===== src/rtl/interval_seq_pkg.sv =====
// interval_seq_pkg
//   Shared definitions for the interval monitor sequencer:
//   - state_t          : sequencer FSM state encoding (also driven out on state_dbg)
//   - RST_LOWER_BOUND  : checker lower bound presented while in reset
//   - RST_UPPER_BOUND  : checker upper bound presented while in reset
//   - TIMEOUT_FLAG     : slot result written when a RUN phase times out
//   - dwell_target()   : dwell count with zero promoted to one
package interval_seq_pkg;

  typedef enum logic [2:0] {
    ST_IDLE    = 3'd0,
    ST_LOAD    = 3'd1,
    ST_SETTLE  = 3'd2,
    ST_RUN     = 3'd3,
    ST_CAPTURE = 3'd4,
    ST_NEXT    = 3'd5
  } state_t;

  localparam logic [31:0] RST_LOWER_BOUND = 32'h0033_0000;
  localparam logic [31:0] RST_UPPER_BOUND = 32'h0034_0000;
  localparam logic [31:0] TIMEOUT_FLAG    = 32'h4000_0000;

  // A dwell of zero still needs one qualifying tag to finish a RUN phase.
  function automatic logic [31:0] dwell_target(input logic [31:0] dwell);
    return (dwell == 32'd0) ? 32'd1 : dwell;
  endfunction

endpackage


===== src/rtl/interval_seq_dwell_counter.sv =====
// interval_seq_dwell_counter
//   32-bit saturating event counter used for both the tag dwell count and the
//   per-phase cycle count (settle, run timeout, capture).
// Ports:
//   clk    in   clock
//   rst    in   synchronous active-high reset, clears the count
//   clr_i  in   synchronous clear, wins over inc_i
//   inc_i  in   increment by one; holds at 32'hFFFF_FFFF
//   cnt_o  out  current count (registered)
module interval_seq_dwell_counter (
  input  logic        clk,
  input  logic        rst,
  input  logic        clr_i,
  input  logic        inc_i,
  output logic [31:0] cnt_o
);

  logic [31:0] cnt_q;
  logic [31:0] cnt_d;

  always_comb begin
    cnt_d = cnt_q;
    if (clr_i) begin
      cnt_d = 32'd0;
    end else if (inc_i && (cnt_q != 32'hFFFF_FFFF)) begin
      cnt_d = cnt_q + 32'd1;
    end
  end

  always_ff @(posedge clk) begin
    if (rst) begin
      cnt_q <= 32'd0;
    end else begin
      cnt_q <= cnt_d;
    end
  end

  assign cnt_o = cnt_q;

endmodule


===== src/rtl/interval_monitor_sequencer.sv =====
// interval_monitor_sequencer
//   Sweeps an external interval checker across NUM_SLOTS channel slots. For each
//   slot it loads the slot's channel and bounds onto the checker, holds the
//   checker in reset for SETTLE_CYC cycles, releases it until dwell_tags tags
//   have been seen on that channel, waits CAPTURE_CYC cycles, then latches the
//   checker's failed word into that slot's result.
//
// Optional feature: INTERVAL_SEQ_TIMEOUT_EN adds input timeout_cycles; a RUN
//   phase lasting that many cycles without reaching the dwell count records
//   TIMEOUT_FLAG for the slot and moves on. timeout_cycles == 0 disables it.
//
// Ports:
//   clk, rst            clock, synchronous active-high reset
//   enable              level; high runs sweeps, low aborts to IDLE
//   valid_tag, channel  tag strobe (single cycle, no back-pressure) + channel
//   slot_channel        5 bits per slot, slot s at [5*s +: 5]
//   slot_lower/upper    32 bits per slot, slot s at [32*s +: 32]
//   dwell_tags          tags per slot, sampled in LOAD
//   chk_failed          checker result word (bit31 = valid)
//   timeout_cycles      RUN timeout (only with INTERVAL_SEQ_TIMEOUT_EN)
//   chk_hold            checker reset hold
//   chk_channel_select  zero-extended active slot channel
//   chk_lower/upper_bound  active slot bounds
//   slot_failed         latched results, slot s at [32*s +: 32]
//   slot_idx            active slot
//   busy                high outside IDLE
//   sweep_done          one-cycle pulse in the NEXT cycle that wraps slot_idx
//   state_dbg           current FSM state
module interval_monitor_sequencer
  import interval_seq_pkg::*;
#(
  parameter  int NUM_SLOTS   = 4,
  parameter  int SETTLE_CYC  = 6,
  parameter  int CAPTURE_CYC = 3,
  localparam int IDX_W       = $clog2(NUM_SLOTS)
) (
  input  logic                   clk,
  input  logic                   rst,
  input  logic                   enable,
  input  logic                   valid_tag,
  input  logic [4:0]             channel,
  input  logic [5*NUM_SLOTS-1:0]  slot_channel,
  input  logic [32*NUM_SLOTS-1:0] slot_lower,
  input  logic [32*NUM_SLOTS-1:0] slot_upper,
  input  logic [31:0]            dwell_tags,
  input  logic [31:0]            chk_failed,
`ifdef INTERVAL_SEQ_TIMEOUT_EN
  input  logic [31:0]            timeout_cycles,
`endif
  output logic                   chk_hold,
  output logic [31:0]            chk_channel_select,
  output logic [31:0]            chk_lower_bound,
  output logic [31:0]            chk_upper_bound,
  output logic [32*NUM_SLOTS-1:0] slot_failed,
  output logic [IDX_W-1:0]       slot_idx,
  output logic                   busy,
  output logic                   sweep_done,
  output state_t                 state_dbg
);

  localparam logic [IDX_W-1:0] LAST_IDX = IDX_W'(NUM_SLOTS - 1);

  state_t                  state_q;
  logic [IDX_W-1:0]        slot_idx_q;
  logic [32*NUM_SLOTS-1:0] slot_failed_q;
  logic                    chk_hold_q;
  logic                    busy_q;
  logic                    sweep_done_q;
  logic [31:0]             chk_channel_q;
  logic [31:0]             chk_lower_q;
  logic [31:0]             chk_upper_q;
  logic [31:0]             dwell_q;

  // Configuration of the slot currently addressed by slot_idx_q.
  logic [4:0]  cur_ch;
  logic [31:0] cur_lo;
  logic [31:0] cur_hi;

  always_comb begin
    cur_ch = 5'd0;
    cur_lo = 32'd0;
    cur_hi = 32'd0;
    for (int s = 0; s < NUM_SLOTS; s++) begin
      if (slot_idx_q == IDX_W'(s)) begin
        cur_ch = slot_channel[5*s +: 5];
        cur_lo = slot_lower[32*s +: 32];
        cur_hi = slot_upper[32*s +: 32];
      end
    end
  end

  // Counters: tag count lives only in RUN; the cycle count measures time
  // spent in the current SETTLE/RUN/CAPTURE phase and restarts on each exit.
  logic [31:0] tag_cnt;
  logic [31:0] cyc_cnt;
  logic        tag_hit;
  logic        run_done;
  logic        settle_last;
  logic        capture_last;
  logic        last_slot;
  logic        in_timed;
  logic        abort;

  assign tag_hit      = valid_tag && (channel == chk_channel_q[4:0]);
  // Includes this cycle's tag so a hit on the final needed cycle ends RUN now.
  assign run_done     = ({1'b0, tag_cnt} + {32'd0, tag_hit}) >= {1'b0, dwell_q};
  assign settle_last  = (cyc_cnt == 32'(SETTLE_CYC - 1));
  assign capture_last = (cyc_cnt == 32'(CAPTURE_CYC - 1));
  assign last_slot    = (slot_idx_q == LAST_IDX);
  assign in_timed     = (state_q == ST_SETTLE) || (state_q == ST_RUN) || (state_q == ST_CAPTURE);
  assign abort        = !enable && (in_timed || (state_q == ST_LOAD));

`ifdef INTERVAL_SEQ_TIMEOUT_EN
  logic timeout_hit;
  assign timeout_hit = (timeout_cycles != 32'd0) && (cyc_cnt == timeout_cycles - 32'd1);
`endif

  interval_seq_dwell_counter u_tag_cnt (
    .clk   (clk),
    .rst   (rst),
    .clr_i (state_q != ST_RUN),
    .inc_i ((state_q == ST_RUN) && tag_hit),
    .cnt_o (tag_cnt)
  );

  interval_seq_dwell_counter u_cyc_cnt (
    .clk   (clk),
    .rst   (rst),
    .clr_i (!in_timed || ((state_q == ST_SETTLE) && settle_last) ||
            ((state_q == ST_RUN) && run_done)),
    .inc_i (in_timed),
    .cnt_o (cyc_cnt)
  );

  always_ff @(posedge clk) begin
    if (rst) begin
      state_q       <= ST_IDLE;
      slot_idx_q    <= '0;
      slot_failed_q <= '0;
      chk_hold_q    <= 1'b1;
      busy_q        <= 1'b0;
      sweep_done_q  <= 1'b0;
      chk_channel_q <= 32'd0;
      chk_lower_q   <= RST_LOWER_BOUND;
      chk_upper_q   <= RST_UPPER_BOUND;
      dwell_q       <= 32'd1;
    end else begin
      sweep_done_q <= 1'b0;
      if (abort) begin
        // Abort keeps slot_idx and results so a re-enable resumes this slot.
        state_q    <= ST_IDLE;
        chk_hold_q <= 1'b1;
        busy_q     <= 1'b0;
      end else begin
        unique case (state_q)
          ST_IDLE: begin
            if (enable) begin
              state_q <= ST_LOAD;
              busy_q  <= 1'b1;
            end
          end
          ST_LOAD: begin
            chk_channel_q <= {27'd0, cur_ch};
            chk_lower_q   <= cur_lo;
            chk_upper_q   <= cur_hi;
            dwell_q       <= dwell_target(dwell_tags);
            state_q       <= ST_SETTLE;
          end
          ST_SETTLE: begin
            if (settle_last) begin
              state_q    <= ST_RUN;
              chk_hold_q <= 1'b0;
            end
          end
          ST_RUN: begin
            if (run_done) begin
              state_q <= ST_CAPTURE;
            end
`ifdef INTERVAL_SEQ_TIMEOUT_EN
            else if (timeout_hit) begin
              for (int s = 0; s < NUM_SLOTS; s++) begin
                if (slot_idx_q == IDX_W'(s)) slot_failed_q[32*s +: 32] <= TIMEOUT_FLAG;
              end
              state_q      <= ST_NEXT;
              chk_hold_q   <= 1'b1;
              sweep_done_q <= last_slot;
            end
`endif
          end
          ST_CAPTURE: begin
            if (capture_last) begin
              for (int s = 0; s < NUM_SLOTS; s++) begin
                if (slot_idx_q == IDX_W'(s)) slot_failed_q[32*s +: 32] <= chk_failed;
              end
              state_q      <= ST_NEXT;
              chk_hold_q   <= 1'b1;
              sweep_done_q <= last_slot;
            end
          end
          ST_NEXT: begin
            slot_idx_q <= last_slot ? '0 : slot_idx_q + 1'b1;
            if (enable) begin
              state_q <= ST_LOAD;
            end else begin
              state_q <= ST_IDLE;
              busy_q  <= 1'b0;
            end
          end
          default: begin
            state_q    <= ST_IDLE;
            chk_hold_q <= 1'b1;
            busy_q     <= 1'b0;
          end
        endcase
      end
    end
  end

  assign chk_hold           = chk_hold_q;
  assign chk_channel_select = chk_channel_q;
  assign chk_lower_bound    = chk_lower_q;
  assign chk_upper_bound    = chk_upper_q;
  assign slot_failed        = slot_failed_q;
  assign slot_idx           = slot_idx_q;
  assign busy               = busy_q;
  assign sweep_done         = sweep_done_q;
  assign state_dbg          = state_q;

endmodule


===== config.mk =====
export PLATFORM = sky130hd
export DESIGN_NAME = interval_monitor_sequencer
export DESIGN_NICKNAME = d
export VERILOG_FILES = /design/src/rtl/interval_seq_pkg.sv /design/src/rtl/interval_seq_dwell_counter.sv /design/src/rtl/interval_monitor_sequencer.sv
export SDC_FILE = /design/constraint.sdc
export NUM_CORES = 1
export LEC_CHECK = 0
export ABC_AREA = 0
export BUFFER_PORTS_ARGS = -buffer_cell sky130_fd_sc_hd__buf_2
export CORE_AREA = 2 2 229 231
export CTS_CLUSTER_DIAMETER = 80
export CTS_CLUSTER_SIZE = 24
export DETAILED_ROUTE_END_ITERATION = 7
export DIE_AREA = 0 0 231 233
export SLEW_MARGIN = 20
export SYNTH_ARGS = -nofsm -noshare
export SYNTH_HDL_FRONTEND = slang
export SYNTH_SLANG_ARGS = --single-unit

===== constraint.sdc =====
create_clock -name clk -period 4.19 [get_ports clk]
set_input_delay 0.6285 -clock clk [delete_from_list [all_inputs] [get_ports clk]]
set_output_delay 0.6285 -clock clk [all_outputs]
set_load 0.01 [all_outputs]

Word level (Yosys, flattened, before mapping)
Index checks and enable logic that the tools add are counted.

Register bits: 301. Logic and storage cells: 102.

Multiplexer cells: 26. Add/sub/neg operators: 4. Reductions and logical operators: 32. Equality and inequality tests: 19. Bitwise operators: 5. Magnitude comparators: 1.

Operator list (number): 32-bit two-way mux (9); 32-bit by 1-bit adder with 32-bit output (second input constant) (2); 32-bit inequality test (second input constant) (2); 32-bit by 1-bit adder with 33-bit output (1); 33-bit by 32-bit >= comparator with 1-bit output (1); 32-bit by 2-bit equality test with 1-bit output (second input constant) (1); 32-bit by 3-bit equality test with 1-bit output (second input constant) (1); 32-bit zero test (1); 5-bit two-way mux (4); 4-bit AND reduction (5); 3-bit one-hot mux with 6 select lines (1); 3-bit two-way mux (4); 4-bit OR reduction (3); 2-bit inequality test (second input constant) (5); 1-bit logical AND (7); 3-bit by 2-bit equality test with 1-bit output (second input constant) (2); 3-bit equality test (second input constant) (2); 1-bit one-hot mux with 3 select lines (2); 3-bit AND reduction (2); 2-bit OR reduction (3); 5-bit equality test (1); 1-bit logical OR (5); 1-bit two-way mux (5); 1-bit inverter (5); 10 further kinds (13).

Logic depth before layout (Yosys ltp)
Gate-level depths: netlist (run 1).

Depth after elaboration: 7. Depth in mapped cells: 18. Gate-level depth less buffers: 17.

Cells and area by module
Synthesis (run 1) repeated with hierarchy kept, for this count alone.

Cell total of the unflattened synthesis: 1972. Area, all modules: 15706.3 sq um.

By module, submodules not included: interval_monitor_sequencer (area an instance 12454.4 sq um, instances 1, cells an instance 1580); interval_seq_dwell_counter at u_tag_cnt (area an instance 1631.6 sq um, instances 1, cells an instance 194); interval_seq_dwell_counter at u_cyc_cnt (area an instance 1620.3 sq um, instances 1, cells an instance 198).

Worst setup path before layout (run 1)
No wires, ideal clock.

Kind: input -> register. Start point: in channel[4]. End point: reg u_cyc_cnt.cnt_q[30] (netlist: u_cyc_cnt.cnt_o[30]). Required time: 4.053 ns. Buffers on the path: 1. Stages: 14. Setup slack: 0.273 ns. Library setup time: 0.137 ns. Data arrival time: 3.780 ns. Path through: xnor2_1 nand4_1 nor2_1 ha_1 nand3_1 or4_1 nand2b_1 xnor2_1 ha_1 nand4_1 or4_1 o21ai_1 clkbuf_1 a211oi_1.

Longest elaborated chain between the ends: 7.

Ends and longest elaborated chain: start: declaration (line interval_monitor_sequencer.sv:41) `input logic [4:0] channel,`; 5-bit equality test (line interval_monitor_sequencer.sv:104) `assign tag_hit = valid_tag && (channel == chk_channel_q[4:0]);`; 1-bit logical AND (line interval_monitor_sequencer.sv:104); 32-bit by 1-bit adder with 33-bit output (line interval_monitor_sequencer.sv:106) `assign run_done = ({1'b0, tag_cnt} + {32'd0, tag_hit}) >= {1'b0, dwell_q};`; 33-bit by 32-bit >= comparator with 1-bit output (line interval_monitor_sequencer.sv:106); 1-bit logical AND (line interval_monitor_sequencer.sv:130) `((state_q == ST_RUN) && run_done)),`; 1-bit logical OR (line interval_monitor_sequencer.sv:129) `.clr_i (!in_timed || ((state_q == ST_SETTLE) && settle_last) ||`; 2-bit OR reduction (no source line); end signal: assignment (line interval_seq_dwell_counter.sv:34) `cnt_q <= cnt_d;`; end: declaration (line interval_seq_dwell_counter.sv:18) `logic [31:0] cnt_q;`.

Every way passes these cells. A chain may end at the register's enable or synchronous reset.

Worst setup path in the final report (run 1)
Start point: reg chk_channel_q[2] (netlist: chk_channel_select[2]). End point: reg state_q[1] (netlist: state_dbg[1]).

Longest elaborated chain between the ends: 6.

Ends and longest elaborated chain: start: declaration (line interval_monitor_sequencer.sv:69) `logic [31:0] chk_channel_q;`; start signal: assignment (line interval_monitor_sequencer.sv:163) `chk_channel_q <= {27'd0, cur_ch};`; 5-bit equality test (line interval_monitor_sequencer.sv:104); 1-bit logical AND (line interval_monitor_sequencer.sv:104); 32-bit by 1-bit adder with 33-bit output (line interval_monitor_sequencer.sv:106); 33-bit by 32-bit >= comparator with 1-bit output (line interval_monitor_sequencer.sv:106); 2-bit inequality test (no source line); 4-bit AND reduction (no source line); end signal: assignment (line interval_monitor_sequencer.sv:137) `state_q <= ST_IDLE;`; end signal: assignment (line interval_monitor_sequencer.sv:151) `state_q <= ST_IDLE;`; end signal: assignment (line interval_monitor_sequencer.sv:158) `state_q <= ST_LOAD;`; end: declaration (line interval_monitor_sequencer.sv:63) `state_t state_q;`.

Every way passes these cells.

==> impl_metrics.py, run 1 <==
metrics = {
    "logic_synthesis": {
        "synth-main-ff-cell": "dfxtp_1",
        "yosysTopAreaCell": "dfxtp_1",
        "synth_commonest_cells": "371 x nand2_1, 301 x dfxtp_1, 229 x a21oi_1",
        "yosysSeqAreaShare_pct": 40.3,
        "synth_cells": 1943,
        "synth.area.top_cells": "dfxtp_1 40%, nand2_1 9.3%, a21oi_1 7.7%",
        "synth-seq-cells": 301,
        "synthArstFlopShare_pct": 0,
        "netlist_area_um2": 14900,
        "syn_avg_cell_area_um2": 7.69,
        "ys_warn_count": 0,
        "synth_most_common_cell": "nand2_1",
        "synth_cell_types": 56,
        "post-synth-top-area-fraction_pct": 40.3,
        "synth-edff-count": 0,
    },
    "sta": {
        "fin_crit_sh_pct": 93.6,
        "max_slew.worst_pin.slew_ns": 1.02,
        "layout_min_cycle_time_ns": 3.92,
        "slew_violations": 0,
        "final_hold_viol_count": 0,
        "rsz0062_at_grt": "false",
        "setup_viol": 0,
        "skew_ns": 0.0309,
        "fmax_ghz": 0.255,
        "relSlewSlack_pct": 31.2,
        "tns_ns": 0,
    },
    "floorplanning": {
        "core_region_area_um2": 51100,
        "die_w_um": 231,
        "initial_core_util_pct": 29.2,
        "rows": 83,
        "dieArea_um2": 53800,
        "io_pins": 581,
        "die-height_um": 233,
    },
    "cts": {
        "clk_pin_slew_ns": 0.09,
        "cts.sinks": 301,
        "cts-hold-fix-buffers": 0,
        "insertion_delay_ns": 0.55,
        "cts-root-buf": "clkbuf_16",
        "numCtsBuffers": 23,
        "clockBufferDepth": 3,
        "tritoncts": "done",
        "h-tree-depth": 1,
    },
    "hold_path": {
        "hp-class": "in -> reg",
    },
    "layout": {
        "regArea_um2": 6030,
        "final_core_util_pct": 37.5,
        "multiInputGateArea_um2": 8160,
        "num-fill-cells": 5453,
        "synthToLayoutAreaGrowth_pct": 28.4,
        "drive_gt1_share_pct": 27.2,
        "nets": 2804,
    },
    "worst_setup_path": {
        "critPathLaunchType": "register",
        "critPathRequiredTime_ns": 4.66,
        "regToRegEndpoint": "state_dbg[1]",
        "reg2reg_depth": 18,
        "path_max_fanout": 3,
        "cp.arrival_ns": 4.39,
        "rr_startpoint": "chk_channel_select[2]",
        "crit_end": "state_dbg[1]",
        "crit_start": "chk_channel_select[2]",
        "reg2reg_slack_ns": 0.27,
        "timing_worst_setup_path_type": "reg -> reg",
        "critPathCaptureType": "register",
    },
    "placed_design": {
        "globalplace.congestion": 0.958,
        "dpl.hpwl_mm": 47.1,
        "io_buffer_count": 553,
    },
    "drt": {
        "dr_total_vias": 15900,
        "viasPerCell": 5.07,
        "route.detailed.wl_per_inst_um": 19.5,
        "drt-initial-drc-count": 992,
        "drc": 0,
        "first_pass_iters": 5,
        "ant_nets": 0,
        "totalWireLength_mm": 61.0,
    },
    "run": {
        "drv_cap": 0,
    },
    "power": {
        "irDropWorstVdd_mv": 0.212,
        "power.total_w": 0.00582,
        "leakage_nw": 7.74,
        "power.density_nw_per_um2": 304,
    },
    "grt": {
        "grt_use_total_pct": 21.6,
        "grt_antenna_before_repair": 29,
        "gr-total-overflow": 0,
        "grt_pass1_vias": 15000,
        "grt_pass1_wl_mm": 89.8,
        "grt_max_degree": 113,
    },
    "outcome": {
        "status": "finished, final reports clean",
    },
}
worst min-delay path by stage:
stage | startpoint | end | slack, ns | cells after the start
detailed placement | slot_failed[66] | slot_failed[66] | 0.44 | 2
global route | dwell_tags[21] | dwell_q[21] | 0.31 | 3
floorplan | dwell_q[10] | dwell_q[10] | 0.44 | 2
finish | dwell_tags[31] | dwell_q[31] | 0.32 | 3
CTS | dwell_tags[31] | dwell_q[31] | 0.28 | 3
global placement | slot_failed[74] | slot_failed[74] | 0.43 | 2
cells in the final DEF (no fill, tap or decap), types with 20 or more instances in the layout:
cell type / synthesis / routed
inv_1: 44 / 44
ha_1: 42 / 39
xnor2_1: 35 / 35
conb_1: 1 / 27
clkbuf_16: 0 / 23
nand2_1: 371 / 369
dfxtp_1: 301 / 300
a221oi_1: 71 / 69
o21ai_0: 20 / 20
nor2b_1: 73 / 72
nand3_1: 38 / 38
xor2_1: 43 / 43
nor3_1: 145 / 145
a21oi_1: 229 / 229
buf_2: 23 / 552
buf_4: 27 / 35
a211oi_1: 66 / 65
nand4_1: 29 / 29
nor2_1: 134 / 131
per-stage QoR:
| step | setup slack [ns] | area (um^2) | hold slack, ns | cells |
|---|---|---|---|---|
| 2_1_floorplan | 0.273 | 15000 | 0.436 | 1969 |
| 3_3_place_gp | -0.222 | 18300 | 0.435 | 3068 |
| 3_5_place_dp | -0.311 | 18300 | 0.441 | 3068 |
| 4_1_cts | 0.0776 | 19100 | 0.284 | 3109 |
| 5_1_grt | 0.0130 | 19200 | 0.309 | 3123 |
| 6_report | 0.270 | 19200 | 0.321 | 3127 |
metal layers:
| metal | GRT usage, % | wire, um | share of wire, % | up-vias |
|---|---|---|---|---|
| li1 | - | - | - | 7659 |
| met1 | 28.2 | 26000 | 43 | 7486 |
| met2 | 34.8 | 28800 | 47 | 605 |
| met3 | 3.46 | 4020 | 6.6 | 112 |
| met4 | 10.4 | 2180 | 3.6 | 4 |
| met5 | 0 | 27 | 0.044 | - |
cell type report:
type                    instances  area share, %
clock buffers                  25           3.04
diodes                         18          0.235
flip-flops and latches        301           31.4
inverters                      44          0.861
repair buffers                594           16.5
clock inverters                16           1.00
multi-input cells            1449           42.5
well taps                     680           4.44
worst max-delay path, cell delays in order, from the launching register on:
cell and delay, ns:
dfxtp_1 0.34, xnor2_1 0.18, nand4_1 0.15, nor2_2 0.14, buf_4 0.14, ha_1 0.17, ha_1 0.18, nand3_1 0.13
buf_4 0.18, or2_2 0.29, xnor2_1 0.13, ha_1 0.28, and4_1 0.20, a221o_1 0.32, a211oi_2 0.29, buf_4 0.17
o2111ai_1 0.12, buf_4 0.17, a311oi_2 0.25
registers in the layout, summed over array words and instances (netlist names):
register            flops
slot_idx                2
chk_channel_select      5
dwell_q                32
sweep_done              1
u_cyc_cnt.cnt_o        32
chk_upper_bound        32
state_dbg               3
chk_lower_bound        32
slot_failed           128
u_tag_cnt.cnt_o        32
busy                    1
chk_hold                1
what timing repair did:
item,CTS,global route
setup buffers,0,0
gates resized for setup,0,11
endpoints found under the setup margin,0,35
logic make-up (layout without fill, tap and decap cells):
group | count (synthesis) | after routing | share of synthesized area [%]
adder cells (fa/ha/maj) | 42 | 42 | 3.52
multiplexers | 1 | 1 | 0.0670
other | 1 | 45 | 0.0251
flip-flops | 301 | 301 | 40.3
buffers and inverters | 219 | 679 | 6.38
XOR/XNOR | 78 | 78 | 4.57
AO/OA/AOI/OAI | 418 | 418 | 17.5
AND/OR/NAND/NOR | 883 | 883 | 27.6
power breakdown:
part           switching, W  internal (W)
Clock               0.00124       0.00109
Sequential        0.0000292       0.00291
Combinational      0.000318      0.000238
Total               0.00159       0.00423
(Power assumes the default switching activity.)
==> run 2: changes to the inputs <==
--- a/config.mk
+++ b/config.mk
@@ -6,7 +6,7 @@
 export NUM_CORES = 1
 export LEC_CHECK = 0
 export ABC_AREA = 0
-export BUFFER_PORTS_ARGS = -buffer_cell sky130_fd_sc_hd__buf_2
+export BUFFER_PORTS_ARGS = -buffer_cell sky130_fd_sc_hd__buf_4
 export CORE_AREA = 2 2 229 231
 export CTS_CLUSTER_DIAMETER = 80
 export CTS_CLUSTER_SIZE = 24
==> constraint.sdc (replaced) <==
create_clock -name clk -period 4.5 [get_ports clk]
set_input_delay 0.675 -clock clk [delete_from_list [all_inputs] [get_ports clk]]
set_output_delay 0.675 -clock clk [all_outputs]
set_load 0.01 [all_outputs]
==> impl_metrics.py, run 2 (synthesized netlist as in run 1, its figures left out) <==
metrics = {
    "worst_setup_path": {
        "max_stage_delay_ns": 0.43,
        "timing_worst_setup_path_type": "reg -> reg",
        "crit_end": "u_cyc_cnt.cnt_o[1]",
        "critPathCaptureType": "register",
        "reg2reg_depth": 18,
        "crit_start": "chk_channel_select[4]",
        "cp.arrival_ns": 4.55,
        "rr_startpoint": "chk_channel_select[4]",
        "cp_cell_sequence": "xnor2_1 > nand4_1 > nor2_1 > buf_4 > ha_1 > ha_1 > nand3_1 > buf_4 > or2_2 > xnor2_1 > ha_1 > and4_1 > a221o_1 > a211oi_1 > buf_4 > o21ai_2 > buf_12 > a221oi_1",
        "path_max_fanout": 32,
        "regToRegEndpoint": "u_cyc_cnt.cnt_o[1]",
        "cp_slowest_cell": "a211oi_1",
        "critPathRequiredTime_ns": 4.96,
        "critPathLaunchType": "register",
        "reg2reg_slack_ns": 0.42,
    },
    "sta": {
        "rsz0062_at_grt": "false",
        "max_slew.worst_pin.slew_ns": 1.04,
        "tns_ns": 0,
        "fmax_ghz": 0.245,
        "fin_crit_sh_pct": 90.7,
        "layout_min_cycle_time_ns": 4.08,
        "relSlewSlack_pct": 30.1,
        "setup_viol": 0,
        "finalWorstSetupSlack_ns": 0.417,
        "skew_ns": 0.0293,
        "final_hold_viol_count": 0,
        "slew_violations": 0,
    },
    "layout": {
        "drive_gt1_share_pct": 26.6,
        "final_common_cell": "buf_4",
        "nets": 2796,
        "layout_common_cells": "581 x buf_4, 369 x nand2_1, 301 x dfxtp_1",
        "largest_reg_flops": 128,
        "final_area_um2": 20500,
        "synthToLayoutAreaGrowth_pct": 37.2,
    },
    "outcome": {
        "status": "finished, final reports clean",
    },
    "grt": {
        "gr-total-overflow": 0,
        "grt_pass1_wl_mm": 91.7,
        "grt_max_degree": 122,
        "grt_antenna_before_repair": 19,
        "grt_pass1_vias": 14900,
        "grt_use_total_pct": 22.2,
    },
    "drt": {
        "totalWireLength_mm": 62.6,
        "dr_total_vias": 15700,
        "first_pass_iters": 5,
        "drc": 0,
        "route.detailed.wl_per_inst_um": 20.1,
        "drt-initial-drc-count": 1218,
        "viasPerCell": 5.03,
        "ant_nets": 0,
    },
    "cts": {
        "h-tree-depth": 1,
        "clk_pin_slew_ns": 0.09,
        "cts.sinks": 301,
        "cts-hold-fix-buffers": 0,
        "cts_setup_buffers": 0,
        "tritoncts": "done",
        "clockBufferDepth": 3,
        "cts-root-buf": "clkbuf_16",
        "insertion_delay_ns": 0.57,
        "numCtsBuffers": 22,
    },
    "floorplanning": {
        "rows": 83,
        "core_region_area_um2": 51100,
        "die-height_um": 233,
        "io_pins": 581,
        "initial_core_util_pct": 29.2,
        "dieArea_um2": 53800,
        "die_w_um": 231,
    },
    "placed_design": {
        "dpl.hpwl_mm": 48.3,
        "io_buffer_count": 553,
        "dpl_cell_area_um2": 19600,
        "globalplace.congestion": 0.920,
        "place_ws_ns": -0.0553,
    },
    "power": {
        "irDropWorstVdd_mv": 0.259,
        "power.density_nw_per_um2": 277,
        "leakage_nw": 7.99,
    },
    "run": {
        "drv_cap": 0,
    },
    "hold_path": {
        "hp-class": "in -> reg",
    },
}
-- run 2: cell types whose count changed in the layout (fill, tap and decap cells not counted), sizes merged --
cell	change
inv	-2
clkinv	-4
clkbuf	+1
clkinvlp	+2
diode	-8
bufinv	+3
buf	-8
-- run 2: critical path: cells and delay by family, from the launching register on --
family	cells	cell delay (ns)
fa+ha+maj	3	0.65
simple gates	5	0.88
xor+xnor	2	0.27
compound gates	4	1.10
flops	1	0.38
buf+inv	4	0.69
-- run 2: how the worst min path moves through the flow --
stage | from | endpoint | slack [ns] | cells past startpoint
2_1_floorplan | dwell_q[10] | dwell_q[10] | 0.44 | 2
3_3_place_gp | slot_failed[46] | slot_failed[46] | 0.44 | 2
3_5_place_dp | slot_failed[106] | slot_failed[106] | 0.44 | 2
4_1_cts | dwell_tags[31] | dwell_q[31] | 0.34 | 3
5_1_grt | dwell_tags[31] | dwell_q[31] | 0.35 | 3
6_report | dwell_tags[2] | dwell_q[2] | 0.37 | 3
-- run 2: per-layer routing --
metal,wire [um],GRT usage (%),vias to the layer above
met5,0,0,-
met4,1850,8.15,0
met3,3860,4.15,82
met2,30100,36.8,493
met1,26800,28.6,7437
li1,-,-,7642
-- run 2: report_power, final --
part | internal, W | switching [W]
Clock | 0.00117 | 0.00115
Combinational | 0.000322 | 0.000297
Sequential | 0.00271 | 0.0000283
Total | 0.00420 | 0.00147
-- run 2: timing repair --
item / in CTS / in global routing
hold endpoints to repair: 0 / 0
endpoints found under the setup margin: 0 / 2
gates resized for setup: 0 / 1
-- run 2: cell type report --
type,instances,area (um^2)
antenna,10,25.0
clock inverter,15,253
sequential,301,6030
inverter,44,165
clock buffer,25,582
tap,680,851
timing repair buffer,587,4480
fill,5315,30600
multi-input combinational,1449,8110
-- run 2: stage by stage --
step                instances  total power (W)  util [%]  hold slack (ns)
floorplan                1969          0.00302         -            0.436
global placement         3061          0.00341      38.4            0.439
detailed placement       3061          0.00341      38.4            0.444
CTS                      3101          0.00574      40.0            0.342
global route             3111          0.00589      40.1            0.350
finish                   3111          0.00567      40.1            0.373
